<file path="src/rtl/mem_arbiter.sv">
`default_nettype none
// ============================================================================
// Module   : mem_arbiter
// Purpose  : Round-robin arbiter sharing one multi-cycle memory between the
//            instruction-fetch port (port 0, read-only) and the data port
//            (port 1, read/write), with a watchdog that aborts accesses the
//            memory never completes.
// Revision : 1.0 - initial release
// ============================================================================
module mem_arbiter #(
  parameter int AW      = 32,
  parameter int DW      = 32,
  parameter int TIMEOUT = 16,
  parameter int CW      = 8
) (
  input  logic          clk,
  input  logic          reset,
  // fetch port (port 0)
  input  logic          i_req,
  input  logic [AW-1:0] i_addr,
  output logic [DW-1:0] i_rdata,
  output logic          i_ack,
  output logic          i_err,
  // data port (port 1)
  input  logic          d_req,
  input  logic          d_we,
  input  logic [AW-1:0] d_addr,
  input  logic [DW-1:0] d_wdata,
  output logic [DW-1:0] d_rdata,
  output logic          d_ack,
  output logic          d_err,
  // memory side
  output logic          mem_en,
  output logic          mem_we,
  output logic [AW-1:0] mem_addr,
  output logic [DW-1:0] mem_wdata,
  input  logic [DW-1:0] mem_rdata,
  input  logic          mem_done,
  // status
  output logic          busy,
  output logic          grant
);

  typedef enum logic [1:0] {
    S_IDLE  = 2'd0,
    S_ISSUE = 2'd1,
    S_WAIT  = 2'd2,
    S_RESP  = 2'd3
  } state_t;

  state_t        state;
  state_t        state_nxt;
  logic          last_grant;   // owner of the previous grant; loser of the next tie
  logic [CW-1:0] wd_cnt;       // watchdog: WAIT cycles already spent
  logic          err_q;        // outcome of the current access, shown with ack
  logic          take;         // a grant happens at this edge
  logic          take_port;    // which port is granted when take=1
  logic          timed_out;

  assign timed_out = (wd_cnt == CW'(TIMEOUT - 1));

  // State register
  always_ff @(posedge clk) begin
    if (reset) state <= S_IDLE;
    else       state <= state_nxt;
  end

  // Next-state, arbitration decision and per-state strobes
  always_comb begin
    state_nxt = state;
    take      = 1'b0;
    take_port = 1'b0;
    mem_en    = 1'b0;
    busy      = 1'b1;
    i_ack     = 1'b0;
    d_ack     = 1'b0;
    i_err     = 1'b0;
    d_err     = 1'b0;
    case (state)
      S_IDLE: begin
        busy = 1'b0;
        if (i_req || d_req) begin
          take = 1'b1;
          // On a tie the port that did not win last time goes next.
          take_port = (i_req && d_req) ? ~last_grant : d_req;
          state_nxt = S_ISSUE;
        end
      end
      S_ISSUE: begin
        mem_en    = 1'b1;
        state_nxt = S_WAIT;
      end
      S_WAIT: begin
        if (mem_done || timed_out) state_nxt = S_RESP;
      end
      S_RESP: begin
        i_ack     = ~grant;
        d_ack     = grant;
        i_err     = ~grant & err_q;
        d_err     = grant & err_q;
        state_nxt = S_IDLE;
      end
      default: state_nxt = S_IDLE;
    endcase
  end

  // Grant latch, memory request registers, watchdog and read-data capture
  always_ff @(posedge clk) begin
    if (reset) begin
      grant      <= 1'b0;
      last_grant <= 1'b1;
      mem_addr   <= '0;
      mem_we     <= 1'b0;
      mem_wdata  <= '0;
      i_rdata    <= '0;
      d_rdata    <= '0;
      err_q      <= 1'b0;
      wd_cnt     <= '0;
    end else begin
      if (take) begin
        grant      <= take_port;
        last_grant <= take_port;
        mem_addr   <= take_port ? d_addr : i_addr;
        mem_we     <= take_port & d_we;
        mem_wdata  <= take_port ? d_wdata : '0;
      end
      if (state == S_ISSUE) wd_cnt <= '0;
      if (state == S_WAIT) begin
        // A completion arriving on the last allowed cycle beats the watchdog.
        if (mem_done) begin
          err_q <= 1'b0;
          if (!mem_we) begin
            if (grant) d_rdata <= mem_rdata;
            else       i_rdata <= mem_rdata;
          end
        end else if (timed_out) begin
          err_q <= 1'b1;
          if (grant) d_rdata <= '0;
          else       i_rdata <= '0;
        end else begin
          wd_cnt <= wd_cnt + CW'(1);
        end
      end
    end
  end

endmodule
`default_nettype wire

</file>
<file path="config.mk">
export PLATFORM = sky130hd
export DESIGN_NAME = mem_arbiter
export DESIGN_NICKNAME = d
export VERILOG_FILES = /design/src/rtl/mem_arbiter.sv
export SDC_FILE = /design/constraint.sdc
export NUM_CORES = 1
export LEC_CHECK = 0
export CAP_MARGIN = 20
export CORE_MARGIN = 2
export CORE_UTILIZATION = 41
export CTS_BUF_LIST = sky130_fd_sc_hd__clkbuf_4 sky130_fd_sc_hd__clkbuf_8
export CTS_CLUSTER_SIZE = 12
export DETAILED_ROUTE_END_ITERATION = 10
export PLACE_DENSITY = 0.77
export SYNTH_ARGS = -nofsm -noshare
export SYNTH_HDL_FRONTEND = slang
export SYNTH_SLANG_ARGS = --single-unit
</file>
<file path="constraint.sdc">
create_clock -name clk -period 2.5 [get_ports clk]
set_clock_uncertainty 0.1 [all_clocks]
set_input_delay 0.5 -clock clk [delete_from_list [all_inputs] [get_ports clk]]
set_output_delay 0.5 -clock clk [all_outputs]
set_load 0.02 [all_outputs]
</file>
### After elaboration in Yosys (flattened, before gate mapping)

Index checks and enable logic that the tools add are counted.

| cells by class | value |
|---|---|
| muxes and demuxes | 32 |
| add/sub/neg operators | 1 |
| $lt $le $gt $ge | 0 |
| shift operators | 0 |
| div/mod/pow operators | 0 |
| reduce and logical (&&, ||, !) cells | 9 |
| bitwise logic cells | 5 |
| equality and inequality tests | 7 |
| multipliers | 0 |

Operators with widths:

| cell | number |
|---|---|
| $mux W32 | 12 |
| $mux W8 | 4 |
| $mux W1 | 13 |
| $add A8 B1 Y8 const B | 1 |
| $eq A8 B4 Y1 const B | 1 |
| $pmux W2 S4 | 1 |
| $reduce_and A4 Y1 | 2 |
| $ne A2 B2 Y1 const B | 3 |
| $eq A2 B2 Y1 const B | 2 |
| $mux W2 | 2 |
| $reduce_and A2 Y1 | 2 |
| $and A1 B1 Y1 | 3 |
| $eq A2 B1 Y1 const B | 1 |
| $logic_not A2 Y1 | 1 |
| $logic_or A1 B1 Y1 | 2 |
| $not A1 Y1 | 2 |
| $reduce_bool A2 Y1 | 1 |
| $logic_and A1 B1 Y1 | 1 |

| storage, ports and cells | value |
|---|---|
| bits in latches | 0 |
| input port bits | 134 |
| flip-flop bits (word level) | 142 |
| bits in writable memories | 0 |
| memories | 0 |
| output and inout bits | 136 |
| memory bits (read-only) | 0 |

### Longest topological paths before layout

| depth | value |
|---|---|
| depth after elaboration | 5 |
| depth in mapped cells | 8 |
| gate-level depth less buffers | 6 |

### Worst setup path before layout

Ideal clock, no wire load.

| timing path | value |
|---|---|
| path kind | reg2reg |
| start point | register wd_cnt[6] |
| end point | register i_rdata[14] |
| clock period less this slack | 1,811 ps |
| stages on the path, launching flop included | 7 |
| slack | 689 ps |
| data arrival time | 1,578 ps |
| required time | 2,268 ps |
| library setup time | 132 ps |
| path through | dfxtp_1 > or4_1 > o31a_1 > buf_6 > buf_6 > o21ai_1 > a21oi_1 |

| on the way | value |
|---|---|
| cells in the longest elaborated chain, start to end | 3 |

Ends and longest elaborated chain:

| element | line | RTL |
|---|---|---|
| start, declared | 54 | `logic [CW-1:0] wd_cnt;` |
| start signal, assigned | 141 | `wd_cnt <= wd_cnt + CW'(1);` |
| $eq A8 B4 Y1 | 60 | `assign timed_out = (wd_cnt == CW'(TIMEOUT - 1));` |
| $reduce_bool A2 Y1 (no source line) | -- |  |
| $reduce_and A4 Y1 (no source line) | -- |  |
| end signal, assigned | 134 | `else i_rdata <= mem_rdata;` |
| end, declared | 21 | `output logic [DW-1:0] i_rdata,` |

Every way passes these cells.
A chain may end at the register's enable or synchronous reset.

### Worst setup path after layout

| timing path | value |
|---|---|
| start point | register state[0] |
| end point | output port busy |

| on the way | value |
|---|---|
| cells in the longest elaborated chain, start to end | 2 |

Ends and longest elaborated chain:

| element | line | RTL |
|---|---|---|
| start, declared | 51 | `state_t state;` |
| start signal, assigned | 65 | `else state <= state_nxt;` |
| $logic_not A2 Y1 | 79 | `case (state)` |
| $mux W1 | 79 |  |
| end, declared | 40 | `output logic busy,` |

Every way passes these cells.

==> metrics <==
H-tree Lvls=4; Synth area leaders=dfxtp_1 (52%), a21oi_1 (9.5%), nand2_1 (7.0%); most numerous cell in the Yosys netlist=dfxtp_1; via count of the first global-routing pass=5766; Fmax=425 MHz; CTS Root Buffer Type=clkbuf_8; CTS Hold Buffers Added=0; Initial Utilization=41.6%; Clock Latency Late Sink=0.44 ns; antenna violations before repair=0; initial DRC count=427; post-synthesis sequential area ratio=52.2%; clock buffer count from CTS=17; Max-Cap Viols=0; outcome=finished clean; area post-placement=8310 um2; CTS tree=yes; Max-slew headroom=62.7%; peak supply drop=0.000518 V; Final Hold Viols=0; GR Util met2=44.3%; utilization after layout=67.4%; fin. max-slew vios=0; CP Class=reg2out; routed vias=5701; Synth Area per Inst=8.60 um2; first-pass GRT wire length=28700 um; routed vias/inst=5.35; share of cells above drive strength 1=6.18%; grt met1 use=27.5%; number of library cell types mapped by synthesis=37; CP peak stage delay=0.38 ns; Ports=270; fin crit period=2.35 ns; synthesized cell area=5450 um2; crit path cell chain=inv_1 -> ha_1 -> inv_1 -> clkdlybuf4s15_1; nets=1018; FF+latch area=2840 um2; postcts setup bufs=0; Reg power frac=35.6%; Syn Nets=773; RD Place Congestion=0.810; delay-heaviest family, CP=buffers and inverters; Worst Hold Class=reg2reg; Synth Warn #=0; Most common cell on crit path=inv_1; Post-Route WL=18200 um; Final setup viols=0; Synth Instances=633; synth cell count leaders=dfxtp_1 (142), a21oi_1 (103), nand2_1 (102); GR Overflow Total=0; pwr/cell area=866 nW/um2; n_diodes=0; Area growth syn-to-layout=62.0%; sw frac=32.7%; Synth area leader=dfxtp_1; RSZ-0062 raised after global routing=false; row cnt=42; Multi-input gate area=2350 um2; Tot GR Track Use=25.3%; Crit-path slowest cell=dfxtp_1; die area=14200 um2; Post-DP HPWL=13000 um; CTS Buffer Depth=2; Post-synth EDFFs=0; largest net degree at the start of global routing=65; wire per inst=17.1 um; router iterations before antenna repair=5; Die W=119 um; met3 Track Usage GR=10.6%; Pint=0.00515 W; die height=119 um; Crit path buffers/inverters=3; Most used DFF post-synth=dfxtp_1; CP Launch Type=flop; Clock transition at path regs=0.08 ns; leakage=3.12 nW; worst-path fanout max=4; Placeable Area=13100 um2; Critical Path End Type=primary output; CP Data Required Time=1.90 ns; GR peak layer=met2; post-synthesis sequential element count=142; post-synthesis async set-or-reset flop share=0%; Fillers=1017; Sinks on Clock Net=142; post-route cell area=8820 um2; top cell type's share of synthesized area=52.2%; Sw Pwr=0.00250 W; crit path DAT=1.75 ns; period utilization=94.2%; Gate power share=34.4%; ANT nets after route=0; input/output buffers=269; DRC=0; total negative slack=0 ns; Worst-Margin Slew=0.560 ns; Clk pwr share=30.0%
[cells in the final DEF, fill, tap and decap left out, types with 6 or more instances in the layout]
cell type	instances
buf_4	8
dfxtp_1	142
o21ai_0	7
nor2_1	37
a22oi_1	33
a21oi_1	103
ha_1	6
o221ai_1	32
clkbuf_8	19
bufinv_16	7
o21ai_1	59
clkdlybuf4s50_1	262
nand2_1	102
buf_12	7
[power groups by stage]
stage	clock network [W]	registers [W]	logic [W]
2_1_floorplan	0	0.00306	0.00108
3_3_place_gp	0	0.00275	0.00255
3_5_place_dp	0	0.00277	0.00263
4_1_cts	0.00233	0.00272	0.00264
5_1_grt	0.00243	0.00276	0.00282
6_report	0.00230	0.00272	0.00263
[tightest hold or removal path, cell delays in order (launching register included)]
cell,delay [ns]
dfxtp_1,0.31
nand2_1,0.05
a21oi_1,0.05
[layout make-up]
cell class / instances / area share (%)
sequential: 142 / 32.2
inverter: 4 / 0.170
timing repair buffer: 283 / 32.8
clock buffer: 20 / 3.05
tap: 176 / 2.50
multi-input combinational: 430 / 26.6
clock inverter: 11 / 2.68
[cells by family after synthesis]
family | count (synthesis) | share of synthesized area (%)
compound gates | 251 | 27.6
fa+ha+maj | 6 | 1.38
buf+inv | 61 | 5.28
flops | 142 | 52.2
mux | 1 | 0.184
simple gates | 172 | 13.3
[state kept, by name, summed over array words and instances (netlist names), 2 cells and up]
| register | count |
|---|---|
| state | 2 |
| d_rdata | 32 |
| mem_wdata | 32 |
| mem_addr | 32 |
| i_rdata | 32 |
| wd_cnt | 8 |
[layer usage]
metal / routed length [um] / share of wire (%) / vias to the layer above
met3: 1790 / 9.8 / 32
li1: - / - / 2739
met4: 435 / 2.4 / 0
met5: 0 / 0 / -
met1: 6760 / 37 / 2674
met2: 9260 / 51 / 256
[path summary, 6_finish.rpt]
kind	from	end	slack (ns)	cells past startpoint
min reg2reg	mem_addr[17]	mem_addr[17]	0.35	2
max reg2reg	wd_cnt[6]	i_rdata[25]	0.47	5
min	mem_addr[17]	mem_addr[17]	0.35	2
max	state[0]	busy	0.15	4
[per-stage QoR]
step	std cells	total power [W]	hold slack, ns	setup slack [ns]
after detailed placement	1035	0.00540	0.346	0.219
after global placement	1035	0.00530	0.338	0.318
after CTS	1066	0.00769	0.357	0.00439
final	1066	0.00765	0.353	0.145
after floorplan	633	0.00413	0.336	0.689
after global routing	1066	0.00800	0.373	0.000504
[timing repair]
item / 4_1_cts / 5_1_grt
endpoints found under the hold margin: 0 / 0
gates resized for setup: 2 / 5
endpoints found under the setup margin: 2 / 5
Power figures use the tool's default switching activity.
